==> config.mk <==
export PLATFORM = sky130hd
export DESIGN_NAME = serial_addsub_flat
export DESIGN_NICKNAME = d
export VERILOG_FILES = /design/src/rtl/serial_addsub_if.sv /design/src/rtl/serial_addsub.sv /design/src/flat_wrapper.sv
export SDC_FILE = /design/constraint.sdc
export NUM_CORES = 1
export LEC_CHECK = 0
export CAP_MARGIN = 20
export CORE_ASPECT_RATIO = 1.2
export CORE_UTILIZATION = 30
export CTS_CLUSTER_SIZE = 25
export DETAILED_ROUTE_END_ITERATION = 8
export DONT_BUFFER_PORTS = 1
export HOLD_SLACK_MARGIN = 0.12
export SLEW_MARGIN = 30
export SYNTH_ARGS = -nofsm -noshare
export SYNTH_HDL_FRONTEND = slang
export SYNTH_SLANG_ARGS = --single-unit
export TNS_END_PERCENT = 30
==> constraint.sdc <==
create_clock -name clk -period 1.35 [get_ports clk]
set_clock_uncertainty 0.15 [all_clocks]
set_input_delay 0.27 -clock clk [delete_from_list [all_inputs] [get_ports clk]]
set_output_delay 0.27 -clock clk [all_outputs]
set_load 0.01 [all_outputs]
==> src/rtl/serial_addsub_if.sv <==
// Operand/result handshake bundle for serial_addsub; the optional zero flag
// exists only when ZERO_FLAG_EN is defined.
interface serial_addsub_if #(
    parameter int WIDTH = 4
);
    logic             in_valid;
    logic             in_ready;
    logic [WIDTH-1:0] a;
    logic [WIDTH-1:0] b;
    logic             sub;
    logic             out_valid;
    logic             out_ready;
    logic [WIDTH-1:0] result;
    logic             cout;
    logic             ovf;
    logic             busy;
`ifdef ZERO_FLAG_EN
    logic             zero;
`endif

    modport master (
        output in_valid, a, b, sub, out_ready,
        input  in_ready, out_valid, result, cout, ovf, busy
`ifdef ZERO_FLAG_EN
        , zero
`endif
    );

    modport slave (
        input  in_valid, a, b, sub, out_ready,
        output in_ready, out_valid, result, cout, ovf, busy
`ifdef ZERO_FLAG_EN
        , zero
`endif
    );
endinterface

==> src/rtl/serial_addsub.sv <==
// Bit-serial add/subtract: one full-adder cell plus carry flop, LSB first; ZERO_FLAG_EN adds a zero flag.
// Latency: out_valid rises WIDTH edges after the accepting edge; WIDTH+2 cycles per op at full rate.
// Backpressure: result holds in DONE until out_ready; in_ready is low from accept until DONE is left.
module serial_addsub #(
    parameter int WIDTH = 4
) (
    input  logic           clk,
    input  logic           rst_n,
    serial_addsub_if.slave io
);
    localparam int CW = (WIDTH > 1) ? $clog2(WIDTH) : 1;
    localparam logic [CW-1:0] LAST = CW'(WIDTH - 1);

    localparam logic [1:0] S_IDLE  = 2'd0;
    localparam logic [1:0] S_SHIFT = 2'd1;
    localparam logic [1:0] S_DONE  = 2'd2;

    logic [1:0]       state_q, state_d;
    logic [CW-1:0]    cnt_q, cnt_d;
    logic             carry_q, carry_d;
    logic [WIDTH-1:0] a_q, a_d;
    logic [WIDTH-1:0] b_q, b_d;
    logic [WIDTH-1:0] res_q, res_d;
    logic             cout_q, cout_d;
    logic             ovf_q, ovf_d;
`ifdef ZERO_FLAG_EN
    logic             zero_q, zero_d;
`endif

    logic fa_sum;
    logic fa_co;

    assign fa_sum = a_q[0] ^ b_q[0] ^ carry_q;
    assign fa_co  = (a_q[0] & b_q[0]) | (carry_q & (a_q[0] ^ b_q[0]));

    always_comb begin
        state_d = state_q;
        cnt_d   = cnt_q;
        carry_d = carry_q;
        a_d     = a_q;
        b_d     = b_q;
        res_d   = res_q;
        cout_d  = cout_q;
        ovf_d   = ovf_q;
`ifdef ZERO_FLAG_EN
        zero_d  = zero_q;
`endif
        case (state_q)
            S_IDLE: begin
                if (io.in_valid) begin
                    // Subtraction is A + ~B + 1: the +1 enters as the initial carry.
                    a_d     = io.a;
                    b_d     = io.sub ? ~io.b : io.b;
                    carry_d = io.sub;
                    cnt_d   = '0;
                    state_d = S_SHIFT;
                end
            end
            S_SHIFT: begin
                a_d     = a_q >> 1;
                b_d     = b_q >> 1;
                res_d   = {fa_sum, res_q[WIDTH-1:1]};
                carry_d = fa_co;
                cnt_d   = cnt_q + CW'(1);
                if (cnt_q == LAST) begin
                    cout_d  = fa_co;
                    ovf_d   = carry_q ^ fa_co;
`ifdef ZERO_FLAG_EN
                    zero_d  = ({fa_sum, res_q[WIDTH-1:1]} == '0);
`endif
                    state_d = S_DONE;
                end
            end
            S_DONE: begin
                if (io.out_ready) begin
                    state_d = S_IDLE;
                end
            end
            default: state_d = S_IDLE;
        endcase
    end

    always_ff @(posedge clk or negedge rst_n) begin
        if (!rst_n) begin
            state_q <= S_IDLE;
            cnt_q   <= '0;
            carry_q <= 1'b0;
            a_q     <= '0;
            b_q     <= '0;
            res_q   <= '0;
            cout_q  <= 1'b0;
            ovf_q   <= 1'b0;
`ifdef ZERO_FLAG_EN
            zero_q  <= 1'b0;
`endif
        end else begin
            state_q <= state_d;
            cnt_q   <= cnt_d;
            carry_q <= carry_d;
            a_q     <= a_d;
            b_q     <= b_d;
            res_q   <= res_d;
            cout_q  <= cout_d;
            ovf_q   <= ovf_d;
`ifdef ZERO_FLAG_EN
            zero_q  <= zero_d;
`endif
        end
    end

    assign io.in_ready  = (state_q == S_IDLE);
    assign io.out_valid = (state_q == S_DONE);
    assign io.busy      = (state_q == S_SHIFT);
    assign io.result    = res_q;
    assign io.cout      = cout_q;
    assign io.ovf       = ovf_q;
`ifdef ZERO_FLAG_EN
    assign io.zero      = zero_q;
`endif
endmodule

==> src/flat_wrapper.sv <==
// flat-port wrapper written by rule: the top's interface ports become plain ports
module serial_addsub_flat 
#(
    parameter int WIDTH = 4
)
  (clk, rst_n, io_in_valid, io_a, io_b, io_sub, io_out_ready, io_in_ready, io_out_valid, io_result, io_cout, io_ovf, io_busy);
  serial_addsub_if #(.WIDTH(WIDTH)) io_i ();
  input  logic clk;
  input  logic rst_n;
  input wire logic [$bits(io_i.in_valid)-1:0] io_in_valid;
  input wire logic [$bits(io_i.a)-1:0] io_a;
  input wire logic [$bits(io_i.b)-1:0] io_b;
  input wire logic [$bits(io_i.sub)-1:0] io_sub;
  input wire logic [$bits(io_i.out_ready)-1:0] io_out_ready;
  output wire logic [$bits(io_i.in_ready)-1:0] io_in_ready;
  output wire logic [$bits(io_i.out_valid)-1:0] io_out_valid;
  output wire logic [$bits(io_i.result)-1:0] io_result;
  output wire logic [$bits(io_i.cout)-1:0] io_cout;
  output wire logic [$bits(io_i.ovf)-1:0] io_ovf;
  output wire logic [$bits(io_i.busy)-1:0] io_busy;
  assign io_i.in_valid = io_in_valid;
  assign io_i.a = io_a;
  assign io_i.b = io_b;
  assign io_i.sub = io_sub;
  assign io_i.out_ready = io_out_ready;
  assign io_in_ready = io_i.in_ready;
  assign io_out_valid = io_i.out_valid;
  assign io_result = io_i.result;
  assign io_cout = io_i.cout;
  assign io_ovf = io_i.ovf;
  assign io_busy = io_i.busy;
  serial_addsub #(.WIDTH(WIDTH)) u_core (.clk(clk), .rst_n(rst_n), .io(io_i));
endmodule
==> impl_metrics.ini, run 1 <==
[clocking]
clock_latency_ns = 0.30
htree_levels = 1
cts-root-buf = clkbuf_4
numCtsBuffers = 3
clk_pin_slew_worst_paths_ns = 0.11
tritoncts = built
clock_sinks = 19
cts_buffer_depth = 2

[placed_design]
dpl_cell_area_um2 = 1060
pre_cts_slack_ns = -0.0195
dp.cells = 130
gp_congestion = 0.696
port_buffers = 0
hpwlAfterDp_um = 1410

[drt]
first_pass_iters = 4
drt_iter0_markers = 10
remaining_drc_errors = 0
wl_um = 2040
ant_nets = 0
vias = 746
viasPerCell = 4.97
routedWlPerCell_um = 13.6

[yosys]
synth_area_leader_cell = dfrtp_1
netlist.area_leader.share_pct = 49.8
synth_nets = 102
syn_inst = 87
yosys-top-cells-area = dfrtp_1 50%, a22oi_1 7.9%, o21ai_0 6.3%
ys_types = 23
avgSynthCellArea_um2 = 11.0
synth_ff_type = dfrtp_1
synth-seq-cells = 19
synthesis.area_um2 = 955
synthArstFlopShare_pct = 100
synth-edff-count = 0
yosysSeqAreaShare_pct = 49.8
yosys_warnings = 0

[timing]
period_minus_slack_ns = 1.49
max_slew.worst_pin.slew_ns = 0.443
fin_ws_ns = -0.136
fmax_mhz = 673
maxSlewViolCount = 0
finalHoldViolations = 0
rsz0062_at_grt = yes
finalCritPeriodShare_pct = 110
slew_headroom_pct = 70.5
final-setup-viol-count = 6

[hold_path]
hold_depth = 3
hp-start = io_in_valid
hp-class = in2reg
holdPathEnd = u_core.b_q[3]

[worst_setup_path]
crit_path_cell_trace = buf_6 -> nand2b_4 -> inv_4
path_class = reg2out
cp_max_fo = 10
cp.arrival_ns = 1.07
slowest_delay_ns = 0.45
r2r_slack_ns = -0.03
r2r_start = u_core.b_q[0]
r2r-end = u_core.io.result[3]
start_kind = flop
required_ns = 0.93
endpoint_kind = primary output
cp_slowest_cell = dfrtp_1
ff2ff_path_depth = 2

[global_routing]
grt_overflow = 0
track_usage_pct = 14.4
grt_pass1_wl_um = 3640
grt_antenna_before_repair = 0
grt_pass1_vias = 803
grt_max_degree = 20

[floorplan]
die-area_um2 = 3410
initial_core_util_pct = 31.2
io_pins = 22
coreArea_um2 = 3060
dieWidth_um = 53.5
die-height_um = 63.8
rows = 22

[cells_and_area]
nets = 130
final_cell_area_um2 = 1280
fin_util_pct = 41.9
num_antenna_cells = 0
layout_common_cells = 18 x dfrtp_1, 12 x buf_4, 11 x dlygate4sd3_1
synthToLayoutAreaGrowth_pct = 34.1
fillers = 292
layout_commonest_cell = dfrtp_1
drive_above_1_share_pct = 30.7
finalNonFillerCells = 150

[run]
cap_violations = 0

[outcome]
outcome = finished with violations
violations = negative setup slack

[pwr]
p_per_area_nw_per_um2 = 2190
ir_drop_uv = 1250
power_uw = 2800
p_leak_uw = 0.000598
## worst max path at each step
stage | from | endpoint | slack [ns]
2_1_floorplan | u_core.b_q[0] | u_core.io.result[3] | -0.02
3_3_place_gp | u_core.b_q[0] | u_core.io.result[3] | -0.02
3_5_place_dp | u_core.b_q[0] | u_core.io.result[3] | -0.02
4_1_cts | u_core.state_q[0] | io_out_valid | -0.14
5_1_grt | u_core.state_q[0] | io_out_valid | -0.19
6_report | u_core.state_q[1] | io_out_valid | -0.14
## state kept, by name, indices dropped and copies added, names as in the netlist
signal	count
u_core.io.ovf	1
u_core.carry_q	1
u_core.a_q	4
u_core.cnt_q	2
u_core.io.result	4
u_core.io.cout	1
u_core.b_q	4
u_core.state_q	2
## cell usage after synthesis (all sizes together), types with 2 or more instances
master,number
dfrtp,19
o21ai,12
a22oi,10
nand2,8
nor2b,6
a21oi,5
mux2,5
nor2,5
buf,4
xor2,4
inv,2
## stage by stage
stage	hold WS (ns)	setup TNS, ns
floorplan	-0.176	-0.0170
global placement	-0.175	-0.0170
detailed placement	-0.175	-0.0228
CTS	0.145	-0.488
global route	0.148	-0.907
finish	0.163	-0.443
## area by class of cell
cell class              count  area [um^2]  area share [%]
inverters                   2         10.0           0.782
repair buffers             28          251            19.6
flip-flops and latches     19          477            37.2
well taps                  36         45.0            3.52
clock buffers               4         26.3            2.05
multi-input cells          61          470            36.8
## metal layers
| layer | GRT usage, % | wire length (um) | part of all wire, % | up-vias |
|---|---|---|---|---|
| li1 | - | - | - | 359 |
| met1 | 18.0 | 883 | 43 | 367 |
| met2 | 24.5 | 1070 | 53 | 20 |
| met3 | 2.62 | 83 | 4.1 | 0 |
| met4 | 3.95 | 0 | 0 | 0 |
| met5 | 0 | 0 | 0 | - |
## logic make-up (layout without fill, tap and decap cells)
| logic type | count (synthesis) | count (layout) | synth area share, % |
|---|---|---|---|
| AND/OR/NAND/NOR | 22 | 22 | 14.2 |
| XOR/XNOR | 5 | 5 | 4.59 |
| flip-flops | 19 | 19 | 49.8 |
| buffers and inverters | 7 | 34 | 4.59 |
| adder cells (fa/ha/maj) | 2 | 2 | 3.41 |
| multiplexers | 5 | 5 | 6.68 |
| AO/OA/AOI/OAI | 27 | 27 | 16.8 |
## where the power goes
| part | total, uW | internal (uW) | leakage (uW) | switching (uW) |
|---|---|---|---|---|
| Combinational | 1430 | 795 | 0.000345 | 639 |
| Sequential | 1080 | 832 | 0.000238 | 246 |
| Clock | 291 | 115 | 0.0000150 | 176 |
## what timing repair did
item / 4_1_cts / 5_1_grt
hold buffers: 12 / 1
resized for setup: 10 / 7
endpoints found under the setup margin: 7 / 18
endpoints found under the hold margin: 29 / 19
setup buffers: 3 / 0
pin swaps: 1 / 0
## critical path, delay by kind of cell, from the launching register on
family                 cells  cell delay, ns
buffers and inverters      2            0.25
flip-flops                 1            0.45
AND/OR/NAND/NOR            1            0.07
(Power assumes the default switching activity.)
==> run 2: changes to the inputs <==
--- a/config.mk
+++ b/config.mk
@@ -11,6 +11,7 @@
 export CTS_CLUSTER_SIZE = 25
 export DETAILED_ROUTE_END_ITERATION = 8
 export DONT_BUFFER_PORTS = 1
+export GPL_TIMING_DRIVEN = 0
 export HOLD_SLACK_MARGIN = 0.12
 export SLEW_MARGIN = 30
 export SYNTH_ARGS = -nofsm -noshare
==> run 2 against run 1 <==
The flow still finishes with violations (negative setup slack). Cell count grew 1.3%. Setup slack lost 0.058 ns. Hold slack lost 0.0082 ns. Utilization grew 3.0 points. Register-to-register slack lost 0.06 ns. Clock-buffer cell count is the same. Combinational power grew 24%. First-iteration DRC count grew 20%. Die area is the same. Critical path depth is the same. Critical path type unchanged. Critical endpoint is now io_busy. Largest cell class is now multi-input gates.
==> impl_metrics.ini, run 2 (synthesized netlist as in run 1, its figures left out) <==
[outcome]
outcome = finished with violations
violations = negative setup slack

[timing]
maxSlewViolCount = 0
finalHoldViolations = 0
fin_ws_ns = -0.194
rsz0062_at_grt = yes
slew_headroom_pct = 70.2
final-setup-viol-count = 14
finalCritPeriodShare_pct = 114
max_slew.worst_pin.slew_ns = 0.447
period_minus_slack_ns = 1.54
fmax_mhz = 648

[clocking]
numCtsBuffers = 3
tritoncts = built
cts-root-buf = clkbuf_4
cts_buffer_depth = 2
clk_pin_slew_worst_paths_ns = 0.11
htree_levels = 1
clock_latency_ns = 0.32
clock_sinks = 19

[cells_and_area]
drive_above_1_share_pct = 38.8
num_antenna_cells = 0
synthToLayoutAreaGrowth_pct = 43.6
final_cell_area_um2 = 1370
layout_commonest_cell = dfrtp_1
layout_common_cells = 17 x dfrtp_1, 10 x dlygate4sd3_1, 8 x nand2_1, 8 x buf_4
fillers = 288
nets = 132
fin_util_pct = 44.9

[worst_setup_path]
cpLargestDelayFamily = flip-flops
start_kind = flop
cp_max_fo = 5
cp.arrival_ns = 1.12
cp_slowest_cell = dfrtp_1
r2r_start = u_core.state_q[0]
crit_start = u_core.state_q[1]
crit_path_cell_trace = buf_6 -> nor2b_4 -> buf_8
endpoint_kind = primary output
slowest_delay_ns = 0.42
path_class = reg2out
required_ns = 0.93
crit_buf_inv = 2

[drt]
drt_iter0_markers = 12
wl_um = 2400
viasPerCell = 4.99
remaining_drc_errors = 0
routedWlPerCell_um = 15.8
ant_nets = 0
first_pass_iters = 3
vias = 758

[floorplan]
io_pins = 22
die-area_um2 = 3410
dieWidth_um = 53.5
initial_core_util_pct = 31.2
rows = 22
die-height_um = 63.8
coreArea_um2 = 3060

[global_routing]
grt_antenna_before_repair = 0
grt_pass1_vias = 750
grt_pass1_wl_um = 3640
grt_overflow = 0
track_usage_pct = 15.1
grt_max_degree = 20

[pwr]
p_leak_uw = 0.000637
ir_drop_uv = 1140
p_per_area_nw_per_um2 = 2330

[hold_path]
hp-start = io_in_valid
hp-class = in2reg

[placed_design]
port_buffers = 0
dpl_cell_area_um2 = 1000
gp_congestion = 0.740
hpwlAfterDp_um = 1310
pre_cts_slack_ns = -0.0714

[run]
cap_violations = 0
[run 2: metal layers]
layer | vias to the layer above | track usage, % | wire length, um
li1 | 363 | - | -
met1 | 372 | 17.9 | 950
met2 | 20 | 25.5 | 1300
met3 | 3 | 2.62 | 109
met4 | 0 | 6.91 | 40
met5 | - | 0 | 0
[run 2: tightest hold or removal path, stage by stage]
cell	delay (ns)
nor2b_4	0.12
a21oi_1	0.14
nor2_1	0.07
[run 2: through the flow]
stage | std cells | setup TNS, ns | hold slack, ns | power [uW]
detailed placement | 123 | -0.233 | -0.175 | 2140
global route | 152 | -1.76 | 0.185 | 3400
global placement | 123 | -0.166 | -0.175 | 2090
finish | 152 | -1.05 | 0.155 | 3190
floorplan | 87 | -0.0170 | -0.176 | 1920
CTS | 146 | -1.05 | 0.146 | 2960
[run 2: path summary, 6_finish.rpt]
| kind | slack (ns) | endpoint | depth (start not counted) |
|---|---|---|---|
| worst min-delay path | 0.16 | u_core.state_q[0] | 3 |
| worst min register to register | 0.34 | u_core.cnt_q[0] | 1 |
| worst max-delay path | -0.19 | io_busy | 3 |
| min in group asynchronous | 0.26 | u_core.b_q[3] | 2 |
| worst max register to register | -0.09 | u_core.b_q[2] | 5 |
| max in group asynchronous | 0.46 | u_core.state_q[0] | 2 |
[run 2: where the power goes]
| part | switching [uW] | internal (uW) | total, uW | leakage (uW) |
|---|---|---|---|---|
| Sequential | 268 | 835 | 1100 | 0.000237 |
| Clock | 199 | 116 | 315 | 0.0000150 |
| Combinational | 737 | 1040 | 1770 | 0.000385 |
| Total | 1200 | 1990 | 3190 | 0.000637 |
[run 2: area by class of cell]
cell class	instances	area (um^2)	share of cell area (%)
buffer	5	57.6	4.20
clock buffer	4	26.3	1.92
inverter	2	10.0	0.730
multi-input combinational	61	499	36.4
sequential	19	478	34.9
tap	36	45.0	3.28
timing repair buffer	25	255	18.6
[run 2: timing repair]
item                                    CTS  global route
hold buffers                             11             1
gates resized for setup                  17            18
endpoints found under the setup margin    8            21
gates cloned                              1             0
endpoints found under the hold margin    31            19
pin swaps                                 4             3
buffers inserted                          7             5
==> run 3: changes to the inputs <==
--- a/config.mk
+++ b/config.mk
@@ -8,6 +8,7 @@
 export CAP_MARGIN = 20
 export CORE_ASPECT_RATIO = 1.2
 export CORE_UTILIZATION = 30
+export CTS_BUF_LIST = sky130_fd_sc_hd__clkbuf_16
 export CTS_CLUSTER_SIZE = 25
 export DETAILED_ROUTE_END_ITERATION = 8
 export DONT_BUFFER_PORTS = 1
==> run 3 against run 2 <==
The flow still finishes with violations (negative setup slack). Clock power is 94% higher. Via count is 2.1% lower. Final area is 0.55% lower. Critical endpoint unchanged.
==> impl_metrics.ini, run 3 (synthesized netlist as in run 1, its figures left out) <==
[floorplan]
io_pins = 22
die-area_um2 = 3410
die-height_um = 63.8
rows = 22
initial_core_util_pct = 31.2
coreArea_um2 = 3060
dieWidth_um = 53.5

[drt]
viasPerCell = 5.01
wl_um = 2260
vias = 742
drt_iter0_markers = 17
ant_nets = 0
remaining_drc_errors = 0
first_pass_iters = 4
routedWlPerCell_um = 15.2

[timing]
finalHoldViolations = 0
period_minus_slack_ns = 1.47
max_slew.worst_pin.slew_ns = 0.435
fin_ws_ns = -0.115
maxSlewViolCount = 0
fmax_mhz = 682
slew_headroom_pct = 71.0
final-setup-viol-count = 14
finalCritPeriodShare_pct = 109
rsz0062_at_grt = yes

[worst_setup_path]
cp.arrival_ns = 1.05
cpLargestDelayFamily = flip-flops
start_kind = flop
cp_slowest_cell = dfrtp_1
endpoint_kind = primary output
slowest_delay_ns = 0.41
cp_max_fo = 5
crit_path_cell_trace = buf_6 -> nor2b_4 -> buf_8
required_ns = 0.93
path_class = reg2out
crit_buf_inv = 2

[global_routing]
grt_pass1_vias = 775
grt_max_degree = 20
track_usage_pct = 14.9
grt_overflow = 0
grt_pass1_wl_um = 3660
grt_antenna_before_repair = 0

[clocking]
cts_buffer_depth = 2
clock_sinks = 19
cts-root-buf = clkbuf_16
htree_levels = 1
numCtsBuffers = 3
clk_pin_slew_worst_paths_ns = 0.05
clock_latency_ns = 0.25
tritoncts = built

[cells_and_area]
fillers = 285
layout_commonest_cell = dfrtp_1
drive_above_1_share_pct = 35.7
layout_common_cells = 18 x dfrtp_1, 9 x dlygate4sd3_1, 8 x nand2_1, 8 x buf_4
num_antenna_cells = 0
fin_util_pct = 44.6
synthToLayoutAreaGrowth_pct = 42.9
finalNonFillerCells = 148
nets = 128

[placed_design]
dp.cells = 123
hpwlAfterDp_um = 1310
gp_congestion = 0.740
pre_cts_slack_ns = -0.0714
port_buffers = 0

[hold_path]
hp-class = in2reg

[pwr]
p_seq_share_pct = 32.4
combinationalPowerShare_pct = 49.6
p_clk_share_pct = 17.9
netSwitchingFraction_pct = 35.0
p_per_area_nw_per_um2 = 2500
p_sw_uw = 1190
ir_drop_uv = 1110
p_leak_uw = 0.000629
internal_power_uw = 2220

[outcome]
violations = negative setup slack
outcome = finished with violations

[run]
cap_violations = 0
## run 3: worst min-delay path, cell delays in order
cell and delay [ns]:
nor2b_4 0.12, nand2_1 0.06, o21ai_1 0.05
## run 3: path summary, 6_finish.rpt
check,start,end,slack (ns),depth (start not counted)
worst max-delay path,u_core.state_q[1],io_busy,-0.12,3
worst min-delay path,io_in_valid,u_core.b_q[3],0.13,3
worst max register to register,u_core.b_q[0],u_core.io.result[3],-0.07,2
worst min register to register,u_core.cnt_q[0],u_core.cnt_q[0],0.33,1
max in group asynchronous,rst_n,u_core.state_q[0],0.39,2
min in group asynchronous,rst_n,u_core.b_q[1],0.33,2
## run 3: timing repair
action                                 CTS  global route
setup endpoints to repair                8            19
hold buffers                             8             2
gates cloned                             1             0
resized for setup                       19             8
pin swaps                                4             4
buffers inserted                        10             0
endpoints found under the hold margin   26            20
## run 3: layout make-up
cell class	instances	area, um^2	area share (%)
multi-input cells	61	488	35.8
clock inverters	1	3.75	0.275
plain buffers	5	57.6	4.22
well taps	36	45.0	3.30
inverters	2	7.51	0.550
flip-flops and latches	19	477	35.0
clock buffers	3	75.1	5.50
repair buffers	21	210	15.4
## run 3: metrics by stage
stage | area, um^2 | total power [uW] | setup TNS, ns | hold slack (ns)
finish | 1360 | 3410 | -0.711 | 0.131
global route | 1360 | 3620 | -1.44 | 0.163
CTS | 1330 | 3340 | -0.748 | 0.131
detailed placement | 1000 | 2140 | -0.233 | -0.175
global placement | 1000 | 2090 | -0.166 | -0.175
floorplan | 957 | 1920 | -0.0170 | -0.176
## run 3: metal layers
layer / up-vias / share of wire, % / track usage (%) / routed length, um
met4: 0 / 1.6 / 6.91 / 35
met5: - / 0 / 0 / 0
met2: 29 / 51 / 24.2 / 1150
li1: 353 / - / - / -
met1: 357 / 41 / 17.9 / 926
met3: 3 / 6.3 / 3.81 / 141
## run 3: power groups by stage
stage	logic (uW)	clock network (uW)	registers, uW
2_1_floorplan	874	0	1050
3_3_place_gp	995	0	1100
3_5_place_dp	1020	0	1110
4_1_cts	1620	620	1100
5_1_grt	1820	652	1150
6_report	1700	612	1110
